<file path="src/rtl/mulpop_pkg.sv">
// Shared types and constants for the multiply/popcount sequencer.
package mulpop_pkg;

    typedef enum logic [1:0] {
        IDLE,
        MULT,
        POP,
        DONE
    } state_t;

    localparam int AW_DEF    = 24;
    localparam int RW_DEF    = 32;
    localparam int CW_DEF    = 16;
    localparam int B_DONE    = 1;
    localparam int B_VALID   = 0;
    localparam int POP_STEPS = RW_DEF / 8;

    function automatic logic [3:0] pop8(input logic [7:0] b);
        logic [3:0] n;
        n = '0;
        for (int i = 0; i < 8; i++) begin
            n = n + {3'b000, b[i]};
        end
        return n;
    endfunction

endpackage

</file>
<file path="src/rtl/mulpop_sched_rr_arbiter.sv">
// Combinational round-robin arbiter; the last-grant pointer lives in the parent.
module rr_arbiter
    import mulpop_pkg::*;
#(
    parameter int NREQ = 2,
    parameter int IW   = $clog2(NREQ)
) (
    input  logic [NREQ-1:0] i_req,
    input  logic [IW-1:0]   i_ptr,
    output logic [NREQ-1:0] o_gnt,
    output logic [IW-1:0]   o_id,
    output logic            o_any
);

    logic [IW:0]   w_sum;
    logic [IW-1:0] w_idx;
    logic          w_hit;

    // Search starts one past the last winner and wraps modulo NREQ.
    always_comb begin
        o_gnt = '0;
        o_id  = '0;
        w_hit = 1'b0;
        w_sum = '0;
        w_idx = '0;
        for (int i = 0; i < NREQ; i++) begin
            w_sum = {1'b0, i_ptr} + (IW+1)'(i + 1);
            if (w_sum >= (IW+1)'(NREQ))
                w_sum = w_sum - (IW+1)'(NREQ);
            w_idx = w_sum[IW-1:0];
            if (!w_hit && i_req[w_idx]) begin
                w_hit        = 1'b1;
                o_id         = w_idx;
                o_gnt[w_idx] = 1'b1;
            end
        end
    end

    assign o_any = |i_req;

endmodule

</file>
<file path="src/rtl/mulpop_sched.sv">
// Shares one shift-add multiplier and byte-serial popcount between NREQ
// requesters; returns low product word, its ones count and a status pair.
module mulpop_sched
    import mulpop_pkg::*;
#(
    parameter int NREQ = 2,
    parameter int AW   = AW_DEF,
    parameter int RW   = RW_DEF,
    parameter int CW   = CW_DEF
) (
    input  logic                    clk,
    input  logic                    n_reset,
    input  logic [NREQ-1:0]         req,
    input  logic [NREQ*AW-1:0]      op_a1,
    input  logic [NREQ*AW-1:0]      op_a2,
    input  logic                    abort,
    output logic [NREQ-1:0]         ack,
    output logic [$clog2(NREQ)-1:0] grant_id,
    output logic                    busy,
    output logic [RW-1:0]           res_w,
    output logic [AW-1:0]           res_l,
    output logic [1:0]              res_b,
    output logic [CW-1:0]           op_count
);

    localparam int IW   = $clog2(NREQ);
    localparam int PW   = 2 * AW;
    localparam int NPOP = RW / 8;
    localparam int KW   = $clog2(AW + NPOP);

    state_t          r_state;
    state_t          w_next;
    logic [IW-1:0]   r_ptr;
    logic [IW-1:0]   r_gid;
    logic [KW-1:0]   r_k;
    logic [PW-1:0]   r_a1;
    logic [AW-1:0]   r_a2;
    logic [PW-1:0]   r_acc;
    logic [AW-1:0]   r_pcnt;
    logic [NREQ-1:0] r_ack;
    logic [RW-1:0]   r_res_w;
    logic [AW-1:0]   r_res_l;
    logic [1:0]      r_res_b;
    logic [CW-1:0]   r_cnt;

    logic [NREQ-1:0] w_gnt;
    logic [IW-1:0]   w_id;
    logic            w_any;
    logic [AW-1:0]   w_a1;
    logic [AW-1:0]   w_a2;
    logic [7:0]      w_byte;
    logic            w_hi_zero;
    logic [NREQ-1:0] w_onehot;

    rr_arbiter #(
        .NREQ (NREQ),
        .IW   (IW)
    ) u_arb (
        .i_req (req),
        .i_ptr (r_ptr),
        .o_gnt (w_gnt),
        .o_id  (w_id),
        .o_any (w_any)
    );

    // One-hot AND-OR operand mux driven by the arbiter grant.
    always_comb begin
        w_a1 = '0;
        w_a2 = '0;
        for (int i = 0; i < NREQ; i++) begin
            if (w_gnt[i]) begin
                w_a1 = w_a1 | op_a1[i*AW +: AW];
                w_a2 = w_a2 | op_a2[i*AW +: AW];
            end
        end
    end

    assign w_byte    = 8'(r_acc[RW-1:0] >> {r_k, 3'b000});
    assign w_hi_zero = ((r_acc >> RW) == '0);
    assign w_onehot  = NREQ'(1) << r_gid;

    always_ff @(posedge clk or negedge n_reset) begin
        if (!n_reset)
            r_state <= IDLE;
        else
            r_state <= w_next;
    end

    always_comb begin
        w_next = r_state;
        unique case (r_state)
            IDLE: if (w_any) w_next = MULT;
            MULT: begin
                if (abort)
                    w_next = IDLE;
                else if (r_k == KW'(AW - 1))
                    w_next = POP;
            end
            POP: begin
                if (abort)
                    w_next = IDLE;
                else if (r_k == KW'(NPOP - 1))
                    w_next = DONE;
            end
            DONE:    w_next = IDLE;
            default: w_next = IDLE;
        endcase
    end

    always_ff @(posedge clk or negedge n_reset) begin
        if (!n_reset) begin
            r_ptr   <= IW'(NREQ - 1);
            r_gid   <= '0;
            r_k     <= '0;
            r_a1    <= '0;
            r_a2    <= '0;
            r_acc   <= '0;
            r_pcnt  <= '0;
            r_ack   <= '0;
            r_res_w <= '0;
            r_res_l <= '0;
            r_res_b <= '0;
            r_cnt   <= '0;
        end else begin
            r_ack <= '0;
            unique case (r_state)
                IDLE: begin
                    if (w_any) begin
                        r_ptr  <= w_id;
                        r_gid  <= w_id;
                        r_k    <= '0;
                        r_a1   <= PW'(w_a1);
                        r_a2   <= w_a2;
                        r_acc  <= '0;
                        r_pcnt <= '0;
                    end
                end
                MULT: begin
                    if (r_a2[0])
                        r_acc <= r_acc + r_a1;
                    r_a1 <= r_a1 << 1;
                    r_a2 <= r_a2 >> 1;
                    r_k  <= (r_k == KW'(AW - 1)) ? '0 : r_k + 1'b1;
                end
                POP: begin
                    r_pcnt <= r_pcnt + AW'(pop8(w_byte));
                    r_k    <= r_k + 1'b1;
                end
                DONE: begin
                    r_ack            <= w_onehot;
                    r_res_w          <= r_acc[RW-1:0];
                    r_res_l          <= r_pcnt;
                    r_res_b[B_DONE]  <= 1'b1;
                    r_res_b[B_VALID] <= w_hi_zero;
                    r_cnt            <= r_cnt + 1'b1;
                end
                default: ;
            endcase
        end
    end

    assign ack      = r_ack;
    assign grant_id = r_gid;
    assign busy     = (r_state != IDLE);
    assign res_w    = r_res_w;
    assign res_l    = r_res_l;
    assign res_b    = r_res_b;
    assign op_count = r_cnt;

endmodule

</file>
<file path="config.mk">
export PLATFORM = sky130hd
export DESIGN_NAME = mulpop_sched
export DESIGN_NICKNAME = d
export VERILOG_FILES = /design/src/rtl/mulpop_pkg.sv /design/src/rtl/mulpop_sched_rr_arbiter.sv /design/src/rtl/mulpop_sched.sv
export SDC_FILE = /design/constraint.sdc
export NUM_CORES = 1
export LEC_CHECK = 0
export ABC_AREA = 1
export ABC_CLOCK_PERIOD_IN_PS = 8550
export BUFFER_PORTS_ARGS = -buffer_cell sky130_fd_sc_hd__buf_2
export CELL_PAD_IN_SITES_DETAIL_PLACEMENT = 0
export CELL_PAD_IN_SITES_GLOBAL_PLACEMENT = 1
export CORE_MARGIN = 2
export CORE_UTILIZATION = 46
export CTS_CLUSTER_SIZE = 20
export DETAILED_ROUTE_END_ITERATION = 12
export PLACE_DENSITY = 0.84
export SLEW_MARGIN = 10
export SYNTH_ARGS = -nofsm -noshare
export SYNTH_HDL_FRONTEND = slang
export SYNTH_SLANG_ARGS = --single-unit
</file>
<file path="constraint.sdc">
create_clock -name clk -period 8.55 [get_ports clk]
set_clock_uncertainty 0.2 [all_clocks]
set_input_delay 0 -clock clk [delete_from_list [all_inputs] [get_ports clk]]
set_output_delay 0 -clock clk [all_outputs]
set_load 0.005 [all_outputs]
</file>
# --- Word level (Yosys, flattened, before mapping) ---
# Cells that the tools add are included.
word_totals:
  reg_bits: 229
  output_inout_bits: 78
  wordCells: 103
op_classes:
  shift: 2
  n_mux: 38
  addsub: 15
  bitwise_logic: 3
  magnitude_cmp: 6
  eq_ne: 9
  n_reduce_logical: 17
ops:
  columns: ["op", "n"]
  rows:
  - ["$pmux 48 s2", 2]
  - ["$mux 24", 6]
  - ["$mux 48", 3]
  - ["$pmux 24 s2", 2]
  - ["$add 48x48->48", 1]
  - ["$logic_not 48->1", 1]
  - ["$or 24x24->24", 2]
  - ["$shr 32x8->8", 1]
  - ["$add 24x4->24", 1]
  - ["$add 16x1->16 const B", 1]
  - ["$add 4x1->4", 4]
  - ["$mux 2", 8]
  - ["$pmux 5 s3", 1]
  - ["$mux 1", 11]
  - ["$mux 5", 2]
  - ["$pmux 2 s4", 1]
  - ["$reduce_and 2->1", 4]
  - ["$ne 3x3->1 const B", 2]
  - ["$reduce_and 3->1", 2]
  - ["$reduce_bool 2->1", 3]
  - ["$add 5x1->5 const B", 1]
  - ["$eq 5x2->1 const B", 1]
  - ["$eq 5x5->1 const B", 1]
  - ["$add 3x1->4", 1]
  - ["other kinds (20)", 28]

# --- Depth between registers and ports, before layout ---
# Gate-level depths: netlist of the first run.
depth:
  word_depth: 15
  mapped_depth: 23
  depth_no_buf: 21

# --- By module ---
# From an unflattened synthesis of the first run, not the netlist that was laid out.
hier_totals:
  hier_cells: 2076
  area_unflattened_um2: 14574.0
modules_own_cells:
  columns: ["module", "instances", "seq_area_each_um2", "area_each_um2", "cells_each"]
  rows:
  - ["mulpop_sched", 1, 5731.7, 14542.7, 2069]
  - ["rr_arbiter", 1, 0.0, 31.3, 7]

# --- Least setup slack after synthesis of the first run ---
# Ideal clock, no wire load.
synth_path:
  path_kind: "reg2reg"
  startpoint: "register r_k[0]"
  endpoint: "register r_pcnt[14]"
  arrival_ps: 4349
  setup_time_ps: 125
  period_less_slack_ps: 4674
  path_slack_ps: 3876
  n_path_buf: 2
  stages_incl_launch_ff: 21
  cell_sequence: "dfrtp_1 > buf_2 > clkinv_1 > clkbuf_1 > o21ai_0 > a21oi_1 > fa_1 > inv_1 > fa_1 > inv_1 > fa_1 > fa_1 > fa_1 > nand3_1 > nand3_1 > nand2_4 > nor3_4 > nand2_2 > inv_1 > o21ai_0 > a21oi_1"
synth_via:
  elab_chain_cells: 10
synth_lines:
  columns: ["item", "line", "rtl"]
  rows:
  - ["start: declaration", "mulpop_sched.sv:35", "logic [KW-1:0] r_k;"]
  - ["start signal: assignment", "mulpop_sched.sv:143", "r_k <= (r_k == KW'(AW - 1)) ? '0 : r_k + 1'b1;"]
  - ["start signal: assignment", "mulpop_sched.sv:147", "r_k <= r_k + 1'b1;"]
  - ["$shr 32x8->8 *", "mulpop_sched.sv:78", "assign w_byte = 8'(r_acc[RW-1:0] >> {r_k, 3'b000});"]
  - ["$add 1x1->2", "mulpop_pkg.sv:22", "n = n + {3'b000, b[i]};"]
  - ["$add 2x1->3", "mulpop_pkg.sv:22", null]
  - ["$add 3x1->4", "mulpop_pkg.sv:22", null]
  - ["$add 4x1->4 (3 in series)", "mulpop_pkg.sv:22", null]
  - ["$add 4x1->4 *", "mulpop_pkg.sv:22", null]
  - ["$add 24x4->24 *", "mulpop_sched.sv:146", "r_pcnt <= r_pcnt + AW'(pop8(w_byte));"]
  - ["$pmux 24 s2 *", "mulpop_sched.sv:126", "unique case (r_state)"]
  - ["end signal: assignment", "mulpop_sched.sv:146", null]
  - ["end: declaration", "mulpop_sched.sv:39", "logic [AW-1:0] r_pcnt;"]
# Mark *: on every way between the ends. The rest lies on a longest branch, timed or not.
# A chain may end at the register's enable or synchronous reset.

# --- Final worst setup path of the first run ---
# Ends and elaborated chain as after synthesis.

==> insert_results.sql, run 1 <==
INSERT INTO impl_metrics (metric_group, metric, value, unit) VALUES
('status', 'status', 'finished, final reports clean', ''),
('timing', 'rsz_0062_raised_after_global_routing', 'no', ''),
('detailed_routing', 'firstDrtPassIters', '7', ''),
('clocking', 'worst_setup_hold_path_clk_slew', '0.06', 'ns'),
('timing', 'fmax', '0.187', 'GHz'),
('setup_path', 'timing.rr.start', 'r_k[0]', ''),
('timing', 'maxSlewHeadroom', '0.350', ''),
('timing', 'whs', '0.0515', 'ns'),
('clocking', 'clk_root_buffer_cell', 'sky130_fd_sc_hd__clkbuf_16', ''),
('die', 'design.portCount', '179', ''),
('die', 'fp.dieW', '183', 'microns'),
('placement', 'port_buffers', '178', ''),
('setup_path', 'path_class', 'flip-flop to flip-flop', ''),
('finish', 'mostFrequentLayoutCell', 'sky130_fd_sc_hd__nand2_1', ''),
('yosys', 'post_synth_inst_count', '2212', ''),
('setup_path', 'worst_ep_arrival_time', '5.55', 'ns'),
('timing', 'worstMarginPinSlew', '0.972', 'ns'),
('yosys', 'post-synth-top-area-cell', 'sky130_fd_sc_hd__dfrtp_1', ''),
('timing', 'final_period_minus_worst_setup_slack', '5.34', 'ns'),
('finish', 'layout.cells.most_common_list', '810 x sky130_fd_sc_hd__nand2_1, 347 x sky130_fd_sc_hd__inv_1, 228 x sky130_fd_sc_hd__dfrtp_1', ''),
('clocking', 'tritoncts.num_buffers', '26', ''),
('yosys', 'syn_area_per_cell', '6.68', 'sq um'),
('detailed_routing', 'wire_per_inst', '15.6', 'microns'),
('detailed_routing', 'avgViaCountPerCell', '5.07', ''),
('finish', 'num_antenna_cells', '0', ''),
('global_routing', 'grt_max_degree', '110', ''),
('yosys', 'synth.yosys.warnings', '0', ''),
('finish', 'stdcell_count', '2894', ''),
('yosys', 'synth_edf_count', '0', ''),
('placement', 'final_wtd_congestion', '0.938', ''),
('power', 'ir_worst_vdd', '0.173', 'mV'),
('finish', 'syn_to_final_growth', '22.0', '%'),
('timing', 'post-route-period-util', '0.624', ''),
('detailed_routing', 'drt-total-wl', '45200', 'microns'),
('yosys', 'synth.net_count', '2379', ''),
('yosys', 'postSynthRegisterBits', '229', ''),
('setup_path', 'end_kind', 'flip-flop', ''),
('timing', 'finalSetupViolations', '0', ''),
('setup_path', 'cpMaxStageDelayCell', 'sky130_fd_sc_hd__dfrtp_1', ''),
('placement', 'detailedPlacementHpwl', '33700', 'microns'),
('setup_path', 'critPathTopFamily', 'adder cells', ''),
('setup_path', 'sum_of_buffers_and_inverters_on_the_critical_path', '4', ''),
('die', 'chipHeight', '183', 'microns'),
('yosys', 'ys_types', '45', ''),
('min_path', 'worst_min_delay_path_category', 'input port to flip-flop', ''),
('yosys', 'leading_cell_types_by_total_area_after_synthesis', 'sky130_fd_sc_hd__dfrtp_1 39%, sky130_fd_sc_hd__nand2_1 21%, sky130_fd_sc_hd__inv_1 8.8%', ''),
('setup_path', 'critical_path.startpoint', 'r_k[0]', ''),
('global_routing', 'globalRouteTotalUtil', '0.272', ''),
('power', 'power_density', '316', 'nW/um^2'),
('die', 'design.die.area', '33600', 'sq um'),
('clocking', 'cts_tree', 'yes', ''),
('clocking', 'insertion_delay', '0.54', 'ns'),
('global_routing', 'global_route_overflow', '0', ''),
('yosys', 'ys_seq_area_frac', '0.388', ''),
('setup_path', 'critical-path-max-stage-delay', '0.64', 'ns'),
('clocking', 'cts.sinks', '229', ''),
('global_routing', 'wire_length_of_the_first_global_routing_pass', '72900', 'microns'),
('run', 'timing.max_cap.violations', '0', ''),
('min_path', 'worst_hold_startpoint', 'abort', ''),
('setup_path', 'critical_path_s_most_frequent_cell', 'sky130_fd_sc_hd__fa_1', ''),
('placement', 'placed_cells', '2737', ''),
('timing', 'final.setup.tns', '0', 'ns'),
('die', 'initial_utilization', '0.468', ''),
('timing', 'timing_hold_violations_final', '0', ''),
('global_routing', 'grt_pass1_vias', '14138', ''),
('setup_path', 'worst_ep_required_time', '8.77', 'ns'),
('die', 'floorplan.core_area', '31600', 'sq um'),
('yosys', 'syn-cell-area', '14800', 'sq um'),
('global_routing', 'number_of_antenna_violations_at_the_first_check_in_global_routing', '0', ''),
('yosys', 'post_synth_arst_share', '1.00', ''),
('yosys', 'synth_flop_cell', 'sky130_fd_sc_hd__dfrtp_1', '');
-- metrics by stage --
| step | setup WS (ns) | utilization | total power, uW | cell area, sq um |
|---|---|---|---|---|
| global route | 2.86 | 0.571 | 6190 | 18000 |
| finish | 3.21 | 0.571 | 5700 | 18000 |
| global placement | 3.43 | 0.507 | 4320 | 16000 |
| floorplan | 3.88 | - | 3540 | 14800 |
| detailed placement | 3.26 | 0.507 | 4390 | 16000 |
| CTS | 3.21 | 0.571 | 5710 | 18000 |
-- cell families after synthesis --
logic type,count (synthesis),synth area share
buf+inv,418,0.108
fa+ha+maj,66,0.0590
xor+xnor,26,0.0154
simple gates,1141,0.308
compound gates,332,0.121
flops,229,0.388
-- path summary, 6_finish.rpt --
path,cells past startpoint,end,slack (ns)
max in group asynchronous,5,r_a1[40],6.27
hold / removal,3,r_state[1],0.05
setup reg to reg,18,r_pcnt[14],3.21
hold reg to reg,1,op_count[15],0.26
min in group asynchronous,4,op_count[11],0.42
setup / recovery,18,r_pcnt[14],3.21
-- registers in the layout, summed over array words and instances (netlist names), 5 cells and up --
name      count
op_count     16
res_w        32
r_a1         48
res_l        24
r_k           5
r_a2         24
r_pcnt       24
r_acc        48
-- layer usage --
| layer | wire, microns | vias up | global-route usage |
|---|---|---|---|
| met1 | 20800 | 6821 | 0.370 |
| met2 | 21100 | 325 | 0.461 |
| met4 | 1410 | 0 | 0.0797 |
| met3 | 1900 | 74 | 0.0252 |
| li1 | - | 7443 | - |
| met5 | 0 | - | 0 |
-- what timing repair did --
item | CTS | global route
hold buffers | 110 | 0
hold endpoints to repair | 179 | 0
endpoints found under the setup margin | 0 | 0
gates resized for setup | 0 | 0
-- worst register-to-register path, delay by kind of cell, from the launching register on --
kind	cells	cell delay, ns
DFF	1	0.64
and+or+nand+nor	5	0.56
AOI/OAI and AO/OA	4	0.67
buffers and inverters	4	0.66
adders and majority gates	5	2.48
-- report_power, final --
group	internal [uW]	switching [uW]	total, uW	leakage (uW)
combinational	966	1850	2820	0.00633
sequential	1410	286	1690	0.00302
clock	714	472	1190	0.000448
-- cell usage after synthesis, types with 2 or more instances --
library cell,number
sky130_fd_sc_hd__buf_2,19
sky130_fd_sc_hd__o21ai_0,174
sky130_fd_sc_hd__nand2_1,810
sky130_fd_sc_hd__nor2_2,3
sky130_fd_sc_hd__clkinv_1,2
sky130_fd_sc_hd__a32o_1,2
sky130_fd_sc_hd__nor4_1,8
sky130_fd_sc_hd__fa_1,6
sky130_fd_sc_hd__o31ai_1,3
sky130_fd_sc_hd__o22ai_1,3
sky130_fd_sc_hd__xnor2_1,12
sky130_fd_sc_hd__nand4_1,20
sky130_fd_sc_hd__a31oi_1,47
sky130_fd_sc_hd__xor2_1,14
sky130_fd_sc_hd__o21bai_1,4
sky130_fd_sc_hd__a21oi_1,85
sky130_fd_sc_hd__nor2_1,174
sky130_fd_sc_hd__clkbuf_1,44
sky130_fd_sc_hd__or2_2,3
sky130_fd_sc_hd__buf_1,4
sky130_fd_sc_hd__o21ai_1,3
sky130_fd_sc_hd__a21o_1,2
sky130_fd_sc_hd__inv_1,348
sky130_fd_sc_hd__ha_1,60
sky130_fd_sc_hd__dfrtp_1,228
sky130_fd_sc_hd__nor3_1,11
sky130_fd_sc_hd__nand3_1,104
sky130_fd_sc_hd__o21ai_2,2
-- layout make-up --
type / count / area, sq um
Timing Repair Buffer: 300 / 2110
Tap cell: 402 / 503
Clock buffer: 33 / 717
Multi-Input combinational cell: 1565 / 7460
Fill cell: 3133 / 13500
Clock inverter: 14 / 188
Sequential cell: 229 / 5730
Inverter: 351 / 1320
Note: power is estimated with default switching activity, not from simulation.
==> inputs of run 2 (changes only) <==
ABC_AREA = 0   (was 1)
ABC_CLOCK_PERIOD_IN_PS = 5350   (was 8550)
CORE_UTILIZATION = 45   (was 46)
PLACE_DENSITY = 0.78   (was 0.84)
clock period = 5.35 ns   (was 8.55 ns; I/O delays follow)
==> insert_results.sql, run 2 <==
INSERT INTO impl_metrics (metric_group, metric, value, unit) VALUES
('clocking', 'cts.sinks', '229', ''),
('timing', 'fmax', '0.198', 'GHz'),
('detailed_routing', 'firstDrtPassIters', '5', ''),
('yosys', 'ys_types', '69', ''),
('yosys', 'ys_top_cells_by_count', '228 x sky130_fd_sc_hd__dfrtp_1, 146 x sky130_fd_sc_hd__nand2_1, 112 x sky130_fd_sc_hd__o21ai_0', ''),
('placement', 'port_buffers', '178', ''),
('detailed_routing', 'detail_route.iter0.violations', '698', ''),
('setup_path', 'path_class', 'flip-flop to flip-flop', ''),
('yosys', 'synth_flop_cell', 'sky130_fd_sc_hd__dfrtp_1', ''),
('clocking', 'tritoncts.num_buffers', '26', ''),
('power', 'ir_worst_vdd', '0.620', 'mV'),
('finish', 'num_antenna_cells', '0', ''),
('yosys', 'netlist.area_leader.share', '0.442', ''),
('global_routing', 'wire_length_of_the_first_global_routing_pass', '56200', 'microns'),
('clocking', 'cts-htree-levels', '1', ''),
('finish', 'layout.cells.most_common_list', '227 x sky130_fd_sc_hd__dfrtp_1, 177 x sky130_fd_sc_hd__buf_2, 146 x sky130_fd_sc_hd__nand2_1', ''),
('detailed_routing', 'wire_per_inst', '17.2', 'microns'),
('yosys', 'syn-cell-area', '12900', 'sq um'),
('timing', 'rsz_0062_raised_after_global_routing', 'no', ''),
('yosys', 'ys_seq_area_frac', '0.444', ''),
('setup_path', 'cp_launch_type', 'flip-flop', ''),
('placement', 'detailedPlacementHpwl', '23400', 'microns'),
('die', 'fp.dieW', '173', 'microns'),
('timing', 'worstMarginPinSlew', '1.16', 'ns'),
('detailed_routing', 'ant_nets', '0', ''),
('clocking', 'cts_tree', 'yes', ''),
('yosys', 'synth.yosys.warnings', '0', ''),
('finish', 'postLayoutCellArea', '16200', 'sq um'),
('yosys', 'synth.net_count', '1500', ''),
('global_routing', 'number_of_antenna_violations_at_the_first_check_in_global_routing', '0', ''),
('die', 'design.die.area', '30100', 'sq um'),
('clocking', 'clk_root_buffer_cell', 'sky130_fd_sc_hd__clkbuf_16', ''),
('finish', 'fraction_of_final_layout_cells_with_drive_strength_greater_than_1', '0.214', ''),
('setup_path', 'worst_ep_required_time', '5.53', 'ns'),
('setup_path', 'worst_ep_arrival_time', '5.24', 'ns'),
('die', 'floorplan.core_area', '28500', 'sq um'),
('global_routing', 'global_route_overflow', '0', ''),
('clocking', 'worst_setup_hold_path_clk_slew', '0.06', 'ns'),
('finish', 'final_nets', '1753', ''),
('timing', 'finalSetupViolations', '0', ''),
('die', 'design.portCount', '179', ''),
('yosys', 'library_cell_with_the_highest_instance_count_after_synthesis', 'sky130_fd_sc_hd__dfrtp_1', ''),
('global_routing', 'grt_pass1_vias', '10715', ''),
('finish', 'mostFrequentLayoutCell', 'sky130_fd_sc_hd__dfrtp_1', ''),
('clocking', 'insertion_delay', '0.54', 'ns'),
('run', 'timing.max_cap.violations', '0', ''),
('min_path', 'worst_min_delay_path_category', 'input port to flip-flop', ''),
('setup_path', 'end_kind', 'flip-flop', ''),
('detailed_routing', 'vias', '10856', ''),
('setup_path', 'cp_max_fo', '5', ''),
('power', 'total_leakage_power', '0.00774', 'uW'),
('global_routing', 'grt_max_degree', '128', ''),
('status', 'status', 'finished, final reports clean', ''),
('detailed_routing', 'route.detailed.drc', '0', ''),
('die', 'chipHeight', '173', 'microns'),
('global_routing', 'globalRouteTotalUtil', '0.227', ''),
('timing', 'final.setup.tns', '0', 'ns'),
('timing', 'final_period_minus_worst_setup_slack', '5.06', 'ns'),
('yosys', 'postSynthRegisterBits', '229', ''),
('yosys', 'post_synth_arst_share', '1.00', ''),
('yosys', 'syn_area_per_cell', '9.69', 'sq um'),
('placement', 'final_wtd_congestion', '0.865', ''),
('timing', 'maxSlewViolCount', '0', ''),
('timing', 'timing_hold_violations_final', '0', ''),
('yosys', 'synth_edf_count', '0', ''),
('finish', 'syn_to_final_growth', '25.4', '%'),
('placement', 'dpl_cell_area', '14200', 'sq um'),
('detailed_routing', 'drt-total-wl', '34300', 'microns'),
('setup_path', 'regToRegSetupSlack', '0.29', 'ns'),
('die', 'initial_utilization', '0.454', ''),
('yosys', 'leading_cell_types_by_total_area_after_synthesis', 'sky130_fd_sc_hd__dfrtp_1 44%, sky130_fd_sc_hd__ha_1 5.8%, sky130_fd_sc_hd__mux2_2 5.1%', ''),
('clocking', 'clk_path_buf_depth', '3', ''),
('detailed_routing', 'avgViaCountPerCell', '5.46', ''),
('timing', 'maxSlewHeadroom', '0.223', ''),
('yosys', 'post_synth_inst_count', '1333', ''),
('power', 'power_density', '461', 'nW/um^2'),
('yosys', 'post-synth-top-area-cell', 'sky130_fd_sc_hd__dfrtp_1', ''),
('die', 'num_rows', '62', ''),
('timing', 'post-route-period-util', '0.946', '');
-- run 2: area by class of cell --
class                   instances  area, sq um
fillers                      2524        12300
multi-input cells            1006         6860
flip-flops and latches        229         5730
repair buffers                297         2090
clock buffers                  36          768
well taps                     384          480
clock inverters                12          154
inverters                      26         97.6
-- run 2: through the flow --
stage                     total power [uW]  instances  setup slack (ns)   util  hold WS [ns]
final                                 7460       1990             0.291  0.569        0.0685
after floorplan                       4560       1333             0.199      -        -0.496
after global placement                5380       1836             0.206  0.498       -0.0162
after detailed placement              5450       1836             0.120  0.498       -0.0203
after global routing                  7990       1990           0.00586  0.569        0.0878
after CTS                             7500       1987             0.105  0.566        0.0170
-- run 2: critical path: stages, from the launching register on --
cell	delay, ns
sky130_fd_sc_hd__dfrtp_2	0.41
sky130_fd_sc_hd__mux4_2	0.50
sky130_fd_sc_hd__and2_1	0.19
sky130_fd_sc_hd__fa_1	0.51
sky130_fd_sc_hd__inv_1	0.06
sky130_fd_sc_hd__fa_1	0.53
sky130_fd_sc_hd__inv_1	0.05
sky130_fd_sc_hd__fa_1	0.50
sky130_fd_sc_hd__fa_1	0.47
sky130_fd_sc_hd__a21o_1	0.19
sky130_fd_sc_hd__a21o_1	0.22
sky130_fd_sc_hd__a21oi_4	0.18
sky130_fd_sc_hd__nor2_1	0.07
sky130_fd_sc_hd__and4_1	0.25
sky130_fd_sc_hd__and2b_1	0.20
sky130_fd_sc_hd__nand2b_1	0.15
sky130_fd_sc_hd__xor2_1	0.17
sky130_fd_sc_hd__nor2_1	0.05
-- run 2: cell families after synthesis --
family / share of synthesized area
and+or+nand+nor: 0.130
AOI/OAI and AO/OA: 0.210
adders and majority gates: 0.0674
buffers and inverters: 0.0300
muxes: 0.0707
DFF: 0.444
xor gates and xnor gates: 0.0482
-- run 2: path summary, 6_finish.rpt --
path | cells past startpoint | endpoint | startpoint
hold reg to reg | 1 | res_b[1] | res_b[1]
max in group asynchronous | 4 | r_acc[38] | n_reset
min in group asynchronous | 3 | r_a2[17] | n_reset
hold / removal | 3 | r_state[1] | abort
setup reg to reg | 17 | r_pcnt[19] | r_k[0]
setup / recovery | 17 | r_pcnt[19] | r_k[0]
-- run 2: per-layer routing --
layer	share of wire	global-route usage	vias up
li1	-	-	5332
met1	0.46	0.321	5248
met2	0.46	0.370	214
met3	0.042	0.0263	62
met4	0.029	0.0664	0
met5	0	0	-
-- run 2: repair_timing --
item	CTS	global route
setup buffers	0	1
setup endpoints to repair	0	10
gates resized for setup	0	5
hold buffers	103	0
hold endpoints to repair	185	0
-- run 2: report_power, final --
part	switching, uW	internal (uW)	total (uW)
clock network	741	1150	1890
logic	1860	1190	3050
registers	405	2120	2520
